==> src/rtl/multicycle_ctrl_pkg.sv <==
`default_nettype none
// ============================================================================
// Module : multicycle_ctrl_pkg
// Brief  : Shared definitions for the multicycle controller: state codes,
//          opcode/funct constants, mux-select and ALU-op encodings.
// Rev    : 1.0  initial release
// ============================================================================
package multicycle_ctrl_pkg;

  // RESET is code 0 so that a zero-initialised register powers up in RESET.
  typedef enum logic [4:0] {
    S_RESET      = 5'd0,
    S_SP_INIT_WB = 5'd1,
    S_FETCH      = 5'd2,
    S_FETCH_WAIT = 5'd3,
    S_DECODE     = 5'd4,
    S_EXEC_R     = 5'd5,
    S_WB_R       = 5'd6,
    S_EXEC_I     = 5'd7,
    S_WB_I       = 5'd8,
    S_MEM_ADDR   = 5'd9,
    S_LOAD_REQ   = 5'd10,
    S_LOAD_WAIT  = 5'd11,
    S_LOAD_WB    = 5'd12,
    S_STORE      = 5'd13,
    S_BRANCH     = 5'd14,
    S_JUMP       = 5'd15,
    S_EXC_REQ    = 5'd16,
    S_EXC_WAIT   = 5'd17,
    S_EXC_JUMP   = 5'd18
  } state_t;

  // Opcodes
  localparam logic [5:0] OP_RTYPE = 6'h00;
  localparam logic [5:0] OP_ADDI  = 6'h08;
  localparam logic [5:0] OP_LW    = 6'h23;
  localparam logic [5:0] OP_SW    = 6'h2B;
  localparam logic [5:0] OP_BEQ   = 6'h04;
  localparam logic [5:0] OP_BNE   = 6'h05;
  localparam logic [5:0] OP_J     = 6'h02;

  // R-type funct codes
  localparam logic [5:0] FN_ADD = 6'h20;
  localparam logic [5:0] FN_SUB = 6'h22;
  localparam logic [5:0] FN_AND = 6'h24;

  // IorD
  localparam logic [1:0] IORD_PC     = 2'd0;
  localparam logic [1:0] IORD_ALUOUT = 2'd1;
  localparam logic [1:0] IORD_ILLEG  = 2'd2;  // vector address 253
  localparam logic [1:0] IORD_OVF    = 2'd3;  // vector address 254

  // RegDst
  localparam logic [1:0] RDST_RT = 2'd0;
  localparam logic [1:0] RDST_RD = 2'd1;
  localparam logic [1:0] RDST_SP = 2'd2;

  // MemToReg
  localparam logic [1:0] M2R_ALUOUT = 2'd0;
  localparam logic [1:0] M2R_MDR    = 2'd1;
  localparam logic [1:0] M2R_SPINIT = 2'd2;

  // ALUSourceA
  localparam logic SRCA_PC = 1'b0;
  localparam logic SRCA_A  = 1'b1;

  // ALUSourceB
  localparam logic [1:0] SRCB_B      = 2'd0;
  localparam logic [1:0] SRCB_FOUR   = 2'd1;
  localparam logic [1:0] SRCB_IMM    = 2'd2;
  localparam logic [1:0] SRCB_IMMSH2 = 2'd3;

  // PCSource
  localparam logic [1:0] PCS_ALU    = 2'd0;
  localparam logic [1:0] PCS_ALUOUT = 2'd1;
  localparam logic [1:0] PCS_JUMP   = 2'd2;
  localparam logic [1:0] PCS_MDR    = 2'd3;

  // AluOp
  localparam logic [2:0] ALU_PASSA = 3'd0;
  localparam logic [2:0] ALU_ADD   = 3'd1;
  localparam logic [2:0] ALU_SUB   = 3'd2;
  localparam logic [2:0] ALU_AND   = 3'd3;

  // States during which the memory wait counter runs.
  function automatic logic is_wait_state(input state_t s);
    return (s == S_FETCH_WAIT) || (s == S_LOAD_WAIT) || (s == S_EXC_WAIT);
  endfunction

endpackage : multicycle_ctrl_pkg
`default_nettype wire

==> src/rtl/multicycle_ctrl_mem_wait_counter.sv <==
`default_nettype none
// ============================================================================
// Module : mem_wait_counter
// Brief  : 3-bit memory wait counter. Cleared while load is high; otherwise
//          counts up and saturates at MEM_WAIT-1, where done is raised.
// Ports  : clk, reset (sync, active-high), load (clear), done, count[2:0]
// Rev    : 1.0  initial release
// ============================================================================
module mem_wait_counter #(
  parameter int MEM_WAIT = 1   // legal range 1..7
) (
  input  logic       clk,
  input  logic       reset,
  input  logic       load,
  output logic       done,
  output logic [2:0] count
);

  localparam logic [2:0] LAST = 3'(MEM_WAIT - 1);

  assign done = (count == LAST);

  always_ff @(posedge clk) begin
    if (reset || load) begin
      count <= 3'd0;
    end else if (!done) begin
      count <= count + 3'd1;
    end
  end

endmodule : mem_wait_counter
`default_nettype wire

==> src/rtl/multicycle_ctrl.sv <==
`default_nettype none
// ============================================================================
// Module : multicycle_ctrl
// Brief  : Moore FSM controller for a multicycle MIPS-like datapath with
//          memory wait states and illegal-opcode / overflow exceptions.
// Ports  : clk, reset (sync, active-high); overflow, zero ALU flags;
//          opcode, funct IR fields; register/memory strobes; IorD, RegDst,
//          MemToReg, ALUSourceA/B, PCSource, AluOp mux selects;
//          reset_out (high in RESET), state_dbg (current state code).
// Rev    : 1.0  initial release
// ============================================================================
module multicycle_ctrl
  import multicycle_ctrl_pkg::*;
#(
  parameter int MEM_WAIT   = 1,    // 1..7 wait cycles after each memory read
  parameter bit OVF_EXC_EN = 1'b1,
  parameter int SP_INIT    = 227   // consumed by the datapath via MemToReg=2
) (
  input  logic       clk,
  input  logic       reset,
  input  logic       overflow,
  input  logic       zero,
  input  logic [5:0] opcode,
  input  logic [5:0] funct,
  output logic       PC_write,
  output logic       PC_write_cond_eq,
  output logic       PC_write_cond_ne,
  output logic       MEMRead,
  output logic       MEMWrite,
  output logic       IRWrite,
  output logic       MDRWrite,
  output logic       RegWrite,
  output logic       A_write,
  output logic       B_write,
  output logic       AluOutWrite,
  output logic       EPCWrite,
  output logic [1:0] IorD,
  output logic [1:0] RegDst,
  output logic [1:0] MemToReg,
  output logic       ALUSourceA,
  output logic [1:0] ALUSourceB,
  output logic [1:0] PCSource,
  output logic [2:0] AluOp,
  output logic       reset_out,
  output logic [4:0] state_dbg
);

  state_t     state, next_state;
  logic [1:0] exc_sel, exc_sel_d;   // vector select latched on exception entry
  logic       wait_done;
  logic [2:0] wait_count;
  logic       ovf_trap_r, ovf_trap_i;
  logic       r_supported;

  // zero is consumed by the datapath, which qualifies the branch strobes.
  logic zero_unused;
  assign zero_unused = zero;

  // Clearing whenever the FSM is outside a wait state guarantees a fresh count
  // on every entry, including re-entry after a reset.
  mem_wait_counter #(
    .MEM_WAIT (MEM_WAIT)
  ) u_wait (
    .clk   (clk),
    .reset (reset),
    .load  (!is_wait_state(state)),
    .done  (wait_done),
    .count (wait_count)
  );

  assign r_supported = (funct == FN_ADD) || (funct == FN_SUB) || (funct == FN_AND);
  // AND never overflows, so only add/sub may trap.
  assign ovf_trap_r  = OVF_EXC_EN && overflow && ((funct == FN_ADD) || (funct == FN_SUB));
  assign ovf_trap_i  = OVF_EXC_EN && overflow;

  always_ff @(posedge clk) begin
    if (reset) begin
      state   <= S_RESET;
      exc_sel <= IORD_PC;
    end else begin
      state   <= next_state;
      exc_sel <= exc_sel_d;
    end
  end

  assign state_dbg = state;

  always_comb begin
    next_state       = state;
    exc_sel_d        = exc_sel;
    PC_write         = 1'b0;
    PC_write_cond_eq = 1'b0;
    PC_write_cond_ne = 1'b0;
    MEMRead          = 1'b0;
    MEMWrite         = 1'b0;
    IRWrite          = 1'b0;
    MDRWrite         = 1'b0;
    RegWrite         = 1'b0;
    A_write          = 1'b0;
    B_write          = 1'b0;
    AluOutWrite      = 1'b0;
    EPCWrite         = 1'b0;
    IorD             = IORD_PC;
    RegDst           = RDST_RT;
    MemToReg         = M2R_ALUOUT;
    ALUSourceA       = SRCA_PC;
    ALUSourceB       = SRCB_B;
    PCSource         = PCS_ALU;
    AluOp            = ALU_PASSA;
    reset_out        = 1'b0;

    unique case (state)
      S_RESET: begin
        reset_out  = 1'b1;
        next_state = S_SP_INIT_WB;
      end

      S_SP_INIT_WB: begin
        RegWrite   = 1'b1;
        RegDst     = RDST_SP;
        MemToReg   = M2R_SPINIT;
        next_state = S_FETCH;
      end

      S_FETCH: begin
        MEMRead    = 1'b1;
        IorD       = IORD_PC;
        ALUSourceA = SRCA_PC;
        ALUSourceB = SRCB_FOUR;
        AluOp      = ALU_ADD;
        PC_write   = 1'b1;
        next_state = S_FETCH_WAIT;
      end

      S_FETCH_WAIT: begin
        if (wait_done) begin
          IRWrite    = 1'b1;
          next_state = S_DECODE;
        end
      end

      S_DECODE: begin
        A_write     = 1'b1;
        B_write     = 1'b1;
        ALUSourceA  = SRCA_PC;
        ALUSourceB  = SRCB_IMMSH2;
        AluOp       = ALU_ADD;
        AluOutWrite = 1'b1;
        unique case (opcode)
          OP_RTYPE: begin
            if (r_supported) begin
              next_state = S_EXEC_R;
            end else begin
              next_state = S_EXC_REQ;
              exc_sel_d  = IORD_ILLEG;
            end
          end
          OP_ADDI:      next_state = S_EXEC_I;
          OP_LW, OP_SW: next_state = S_MEM_ADDR;
          OP_BEQ, OP_BNE: next_state = S_BRANCH;
          OP_J:         next_state = S_JUMP;
          default: begin
            next_state = S_EXC_REQ;
            exc_sel_d  = IORD_ILLEG;
          end
        endcase
      end

      S_EXEC_R: begin
        ALUSourceA  = SRCA_A;
        ALUSourceB  = SRCB_B;
        AluOutWrite = 1'b1;
        unique case (funct)
          FN_ADD:  AluOp = ALU_ADD;
          FN_SUB:  AluOp = ALU_SUB;
          FN_AND:  AluOp = ALU_AND;
          default: AluOp = ALU_PASSA;
        endcase
        if (ovf_trap_r) begin
          next_state = S_EXC_REQ;
          exc_sel_d  = IORD_OVF;
        end else begin
          next_state = S_WB_R;
        end
      end

      S_WB_R: begin
        RegWrite   = 1'b1;
        RegDst     = RDST_RD;
        MemToReg   = M2R_ALUOUT;
        next_state = S_FETCH;
      end

      S_EXEC_I: begin
        ALUSourceA  = SRCA_A;
        ALUSourceB  = SRCB_IMM;
        AluOp       = ALU_ADD;
        AluOutWrite = 1'b1;
        if (ovf_trap_i) begin
          next_state = S_EXC_REQ;
          exc_sel_d  = IORD_OVF;
        end else begin
          next_state = S_WB_I;
        end
      end

      S_WB_I: begin
        RegWrite   = 1'b1;
        RegDst     = RDST_RT;
        MemToReg   = M2R_ALUOUT;
        next_state = S_FETCH;
      end

      S_MEM_ADDR: begin
        ALUSourceA  = SRCA_A;
        ALUSourceB  = SRCB_IMM;
        AluOp       = ALU_ADD;
        AluOutWrite = 1'b1;
        next_state  = (opcode == OP_LW) ? S_LOAD_REQ : S_STORE;
      end

      S_LOAD_REQ: begin
        MEMRead    = 1'b1;
        IorD       = IORD_ALUOUT;
        next_state = S_LOAD_WAIT;
      end

      S_LOAD_WAIT: begin
        if (wait_done) begin
          MDRWrite   = 1'b1;
          next_state = S_LOAD_WB;
        end
      end

      S_LOAD_WB: begin
        RegWrite   = 1'b1;
        RegDst     = RDST_RT;
        MemToReg   = M2R_MDR;
        next_state = S_FETCH;
      end

      S_STORE: begin
        MEMWrite   = 1'b1;
        IorD       = IORD_ALUOUT;
        next_state = S_FETCH;
      end

      S_BRANCH: begin
        ALUSourceA       = SRCA_A;
        ALUSourceB       = SRCB_B;
        AluOp            = ALU_SUB;
        PCSource         = PCS_ALUOUT;
        PC_write_cond_eq = (opcode == OP_BEQ);
        PC_write_cond_ne = (opcode == OP_BNE);
        next_state       = S_FETCH;
      end

      S_JUMP: begin
        PC_write   = 1'b1;
        PCSource   = PCS_JUMP;
        next_state = S_FETCH;
      end

      // PC was already advanced in FETCH, so PC-4 recovers the faulting address.
      S_EXC_REQ: begin
        EPCWrite   = 1'b1;
        ALUSourceA = SRCA_PC;
        ALUSourceB = SRCB_FOUR;
        AluOp      = ALU_SUB;
        MEMRead    = 1'b1;
        IorD       = exc_sel;
        next_state = S_EXC_WAIT;
      end

      S_EXC_WAIT: begin
        if (wait_done) begin
          MDRWrite   = 1'b1;
          next_state = S_EXC_JUMP;
        end
      end

      S_EXC_JUMP: begin
        PC_write   = 1'b1;
        PCSource   = PCS_MDR;
        next_state = S_FETCH;
      end

      default: next_state = S_RESET;
    endcase
  end

  logic [2:0] wait_count_unused;
  assign wait_count_unused = wait_count;

endmodule : multicycle_ctrl
`default_nettype wire

==> config.mk <==
export PLATFORM = sky130hd
export DESIGN_NAME = multicycle_ctrl
export DESIGN_NICKNAME = d
export VERILOG_FILES = /design/src/rtl/multicycle_ctrl_pkg.sv /design/src/rtl/multicycle_ctrl_mem_wait_counter.sv /design/src/rtl/multicycle_ctrl.sv
export SDC_FILE = /design/constraint.sdc
export NUM_CORES = 1
export LEC_CHECK = 0
export ABC_AREA = 0
export CORE_UTILIZATION = 43
export CTS_CLUSTER_SIZE = 14
export DETAILED_ROUTE_END_ITERATION = 8
export PLACE_DENSITY = 0.79
export SETUP_SLACK_MARGIN = 0.5
export SYNTH_ARGS = -nofsm -noshare
export SYNTH_HDL_FRONTEND = slang
export SYNTH_SLANG_ARGS = --single-unit
==> constraint.sdc <==
create_clock -name clk -period 3 [get_ports clk]
set_input_delay 0.6 -clock clk [delete_from_list [all_inputs] [get_ports clk]]
set_output_delay 0.6 -clock clk [all_outputs]
set_load 0.05 [all_outputs]
==> key figures <==
Drt
  – Number of DRC violations after detailed routing: 0
  – Routed wirelength normalized by instance count: between 10 and 15 µm
  – Initial DRC count: 82
  – Length of the first detailed-routing pass in iterations: 7
  – Total wire length: 3858 µm
  – Total vias in the final route: 1598
  – Antenna Nets Post-Route: 0
  – Post-detailed-route via-to-cell ratio: just over 6

CTS
  – Buffers from clock root to sink, at most: 2
  – Clock Tree Root: sky130_fd_sc_hd__clkbuf_4
  – H-tree level count: 1
  – Worst-path clk slew: about 0.05 ns
  – Clk_lat worst skew: 0.24 ns
  – Number of buffers created by CTS: 3
  – Count of clock tree sinks: 10
  – Clock tree from TritonCTS: yes
  – Post-CTS Hold Fix Bufs: 0

Worst setup path
  – Largest driver fanout on the critical path: 3
  – Library cell contributing the largest single delay on the critical path: sky130_fd_sc_hd__or4b_4
  – Beginning of the critical path: funct[0]
  – Count of cell instances traversed by the critical path: 5
  – WP data required: 2.40 ns
  – Endpoint of the lowest-slack register-to-register path: state_dbg[0]$_SDFFE_PP0P_
  – Slowest stage delay, CP: ~0.54 ns
  – Type of element capturing the critical path: output pin
  – Kind of start point of the critical path: input port
  – R2R depth: 5
  – Crit path capture: AluOp[0]
  – Launch instance of the worst register-to-register path: state_dbg[1]$_SDFFE_PP0P_
  – Cell breakdown of the critical path: buf_6, or4b_4, or3_4, o22ai_4, buf_12
  – R2R Setup Slk: 1.15 ns
  – Buffers and inverters on the worst path: 2
  – Signal arrival time at the worst endpoint: roughly 2.0 ns
  – Top delay family on crit path: simple AND/OR/NAND/NOR gates
  – Kind of critical path: in -> out

Layout
  – Area of the multi-input gates: between 1000 and 1500 µm²
  – Final-layout fill cell count: around 240
  – Syn-to-layout area delta: 56.21%
  – Number of antenna repair diodes: 0
  – Commonest non-fill, non-tap cell in the layout: sky130_fd_sc_hd__nor2_1
  – Highest-count cells in the layout ignoring fill and taps: sky130_fd_sc_hd__nor2_1 (20), sky130_fd_sc_hd__a21oi_1 (18), sky130_fd_sc_hd__buf_4 (16)
  – Total number of nets in the final design: 248
  – Sequential cell area: ~220 µm²
  – Post-Route Utilization: 0.7074
  – Fraction of final layout cells with drive strength greater than 1: 0.3289

STA
  – Final critical path time including I/O delays and setup: between 2 and 3 ns
  – Slew at the pin closest to its max-slew limit: approximately 0.50 ns
  – Setup Skew: roughly 0.0038 ns
  – Max Slew Vio Count: 0
  – Setup repair after global routing missed its margin: true
  – Maximum clock frequency: approximately 390 MHz
  – Final worst slack: approximately 0.40 ns
  – Slew Limit Headroom: 0.6683
  – Setup tns final: 0 ns
  – Final setup fails: 0
  – Final Hold Violating Endpoints: 0
  – Final period utilization: 0.8654

Logic synthesis
  – Total of warnings raised by yosys: 0
  – Syn nets: between 200 and 250
  – Synth Cell Area: 1249 µm²
  – Gate count of the mapped netlist: 191
  – Cell accounting for the most synthesized area: sky130_fd_sc_hd__dfxtp_1
  – Total of flip-flops plus latches after synthesis: 10
  – Count of flip-flops with a built-in enable after synthesis: 0
  – Share of async-settable or async-resettable flops after synthesis: 0
  – Fraction of the yosys area taken by sequential cells: 0.1603
  – Area share of the largest cell type after synthesis: 0.1603
  – Average footprint of a synthesized cell: ~6.5 µm²
  – Top flip-flop cell by instance count after synthesis: sky130_fd_sc_hd__dfxtp_1
  – Number of distinct library cells after synthesis: 51
  – Synth area leaders: sky130_fd_sc_hd__dfxtp_1 (16%), sky130_fd_sc_hd__a21oi_1 (7.6%), sky130_fd_sc_hd__nor2_1 (7.2%), sky130_fd_sc_hd__nand2b_1 (5.0%), sky130_fd_sc_hd__clkbuf_1 (4.5%)

Floorplan
  – Area of the die: around 3100 µm²
  – Die width: about 56 µm
  – Initial Utilization: 0.4528
  – Core region area: between 2000 and 3000 µm²
  – Count of standard-cell rows: 19
  – Vertical die dimension: about 56 µm
  – Boundary pin count: between 40 and 50

Flow run
  – # Max-Cap Violations: 0

Placed design
  – Final RePlAce weighted congestion: about 0.85
  – Number of buffers inserted by port buffering: 45
  – Placement-stage worst setup slack: 0.03950 ns
  – DP HPWL: 2928 µm

GRT
  – Vias in the first global route: around 1400
  – Overflow left after global routing: 0
  – Global-route wire length before repair: ~6300 µm
  – Number of antenna violations at the first check in global routing: 0
  – GR Util All Layers: 0.2418
  – Maximum number of pins on one net before global-route repair: 29

Power and ir drop
  – VDD IR-drop max: around 0.82 mV
  – Total leakage power: about 0.74 nW
  – Tot Pwr: roughly 1.2 mW
  – PwrDens: between 600 and 700 nW/µm²

Run status
  – Result of the run: finished, final reports clean

Min path
  – HP Class: reg -> reg
[layer usage]
metal,routed length (µm),vias up,track usage,share of wire
li1,-,768,-,-
met1,1593,741,0.3286,0.41
met2,1944,89,0.4182,0.50
met3,320,0,0.02326,0.083
met4,0,0,0.04878,0
met5,0,-,0,0
[Yosys cell counts, types with 2 or more instances]
cell type and count:
sky130_fd_sc_hd__a21oi_1 19, sky130_fd_sc_hd__a211oi_1 3, sky130_fd_sc_hd__nor4_1 2, sky130_fd_sc_hd__ha_1 2
sky130_fd_sc_hd__o21ai_0 9, sky130_fd_sc_hd__or3_1 3, sky130_fd_sc_hd__nand2b_1 10, sky130_fd_sc_hd__dfxtp_1 10
sky130_fd_sc_hd__nor3b_1 2, sky130_fd_sc_hd__nor2_1 24, sky130_fd_sc_hd__or3b_2 2, sky130_fd_sc_hd__or2_2 3
sky130_fd_sc_hd__nand3_1 4, sky130_fd_sc_hd__a41oi_1 3, sky130_fd_sc_hd__nand3b_1 2, sky130_fd_sc_hd__xnor2_1 2
sky130_fd_sc_hd__nor2b_1 6, sky130_fd_sc_hd__inv_1 6, sky130_fd_sc_hd__o21bai_1 2, sky130_fd_sc_hd__or4b_2 2
sky130_fd_sc_hd__o21a_1 2, sky130_fd_sc_hd__a31oi_1 3, sky130_fd_sc_hd__nand2_1 12, sky130_fd_sc_hd__and2_1 2
sky130_fd_sc_hd__nor3_1 11, sky130_fd_sc_hd__buf_4 3, sky130_fd_sc_hd__o22ai_1 3, sky130_fd_sc_hd__clkbuf_1 15
sky130_fd_sc_hd__a211o_1 2
[layout make-up]
class                      instances  share of cell area
timing repair buffer              53              0.2861
sequential                        10              0.1110
tap                               31             0.01988
multi-input combinational        156              0.5600
inverter                           6             0.01155
clock buffer                       3             0.01155
[power breakdown]
| group | internal, mW | leakage [nW] | switching [mW] |
|---|---|---|---|
| clock network | 0.0456 | 0.0138 | 0.0337 |
| registers | 0.155 | 0.0844 | 0.0712 |
| logic | 0.332 | 0.640 | 0.593 |
| total | 0.533 | 0.738 | 0.698 |
[what timing repair did]
item | 4_1_cts | 5_1_grt
buffers inserted | 1 | 0
gates resized for setup | 40 | 12
endpoints found under the setup margin | 18 | 14
pin swaps | 6 | 4
cloned | 0 | 0
[cells by family after synthesis]
kind of cell    Yosys count  synth area share
flops                    10            0.1603
compound gates           57            0.2976
other cells               1          0.003003
simple gates             92            0.4058
fa+ha+maj                 2           0.02004
mux                       1          0.008016
buf+inv                  25           0.08416
xor+xnor                  3           0.02105
[sequential cells by signal (all words and copies together), names as in the netlist]
| name | count |
|---|---|
| state_dbg | 5 |
| exc_sel | 2 |
| u_wait.count | 3 |
[worst min path at each step]
stage | cells after the start | from | to | slack (ns)
after floorplan | 2 | exc_sel[1]$_SDFFE_PP0P_ | exc_sel[1]$_SDFFE_PP0P_ | 0.43
after global placement | 2 | exc_sel[1]$_SDFFE_PP0P_ | exc_sel[1]$_SDFFE_PP0P_ | 0.45
after detailed placement | 2 | exc_sel[1]$_SDFFE_PP0P_ | exc_sel[1]$_SDFFE_PP0P_ | 0.47
after CTS | 2 | exc_sel[1]$_SDFFE_PP0P_ | exc_sel[1]$_SDFFE_PP0P_ | 0.48
after global routing | 2 | exc_sel[1]$_SDFFE_PP0P_ | exc_sel[1]$_SDFFE_PP0P_ | 0.54
final | 2 | exc_sel[1]$_SDFFE_PP0P_ | exc_sel[1]$_SDFFE_PP0P_ | 0.47
[stage by stage]
step	hold slack, ns	cells	instance area, µm²
6_report	0.4737	259	1951
5_1_grt	0.5440	259	1951
4_1_cts	0.4825	259	1942
3_5_place_dp	0.4670	255	1901
3_3_place_gp	0.4542	255	1901
2_1_floorplan	0.4317	191	1365
[worst min-delay path, delay by kind of cell, from the launching register on]
family          cells  cell delay, ns
compound gates      1            0.04
simple gates        1            0.07
flops               1            0.32
No activity file was read; power rests on OpenSTA's default activity.
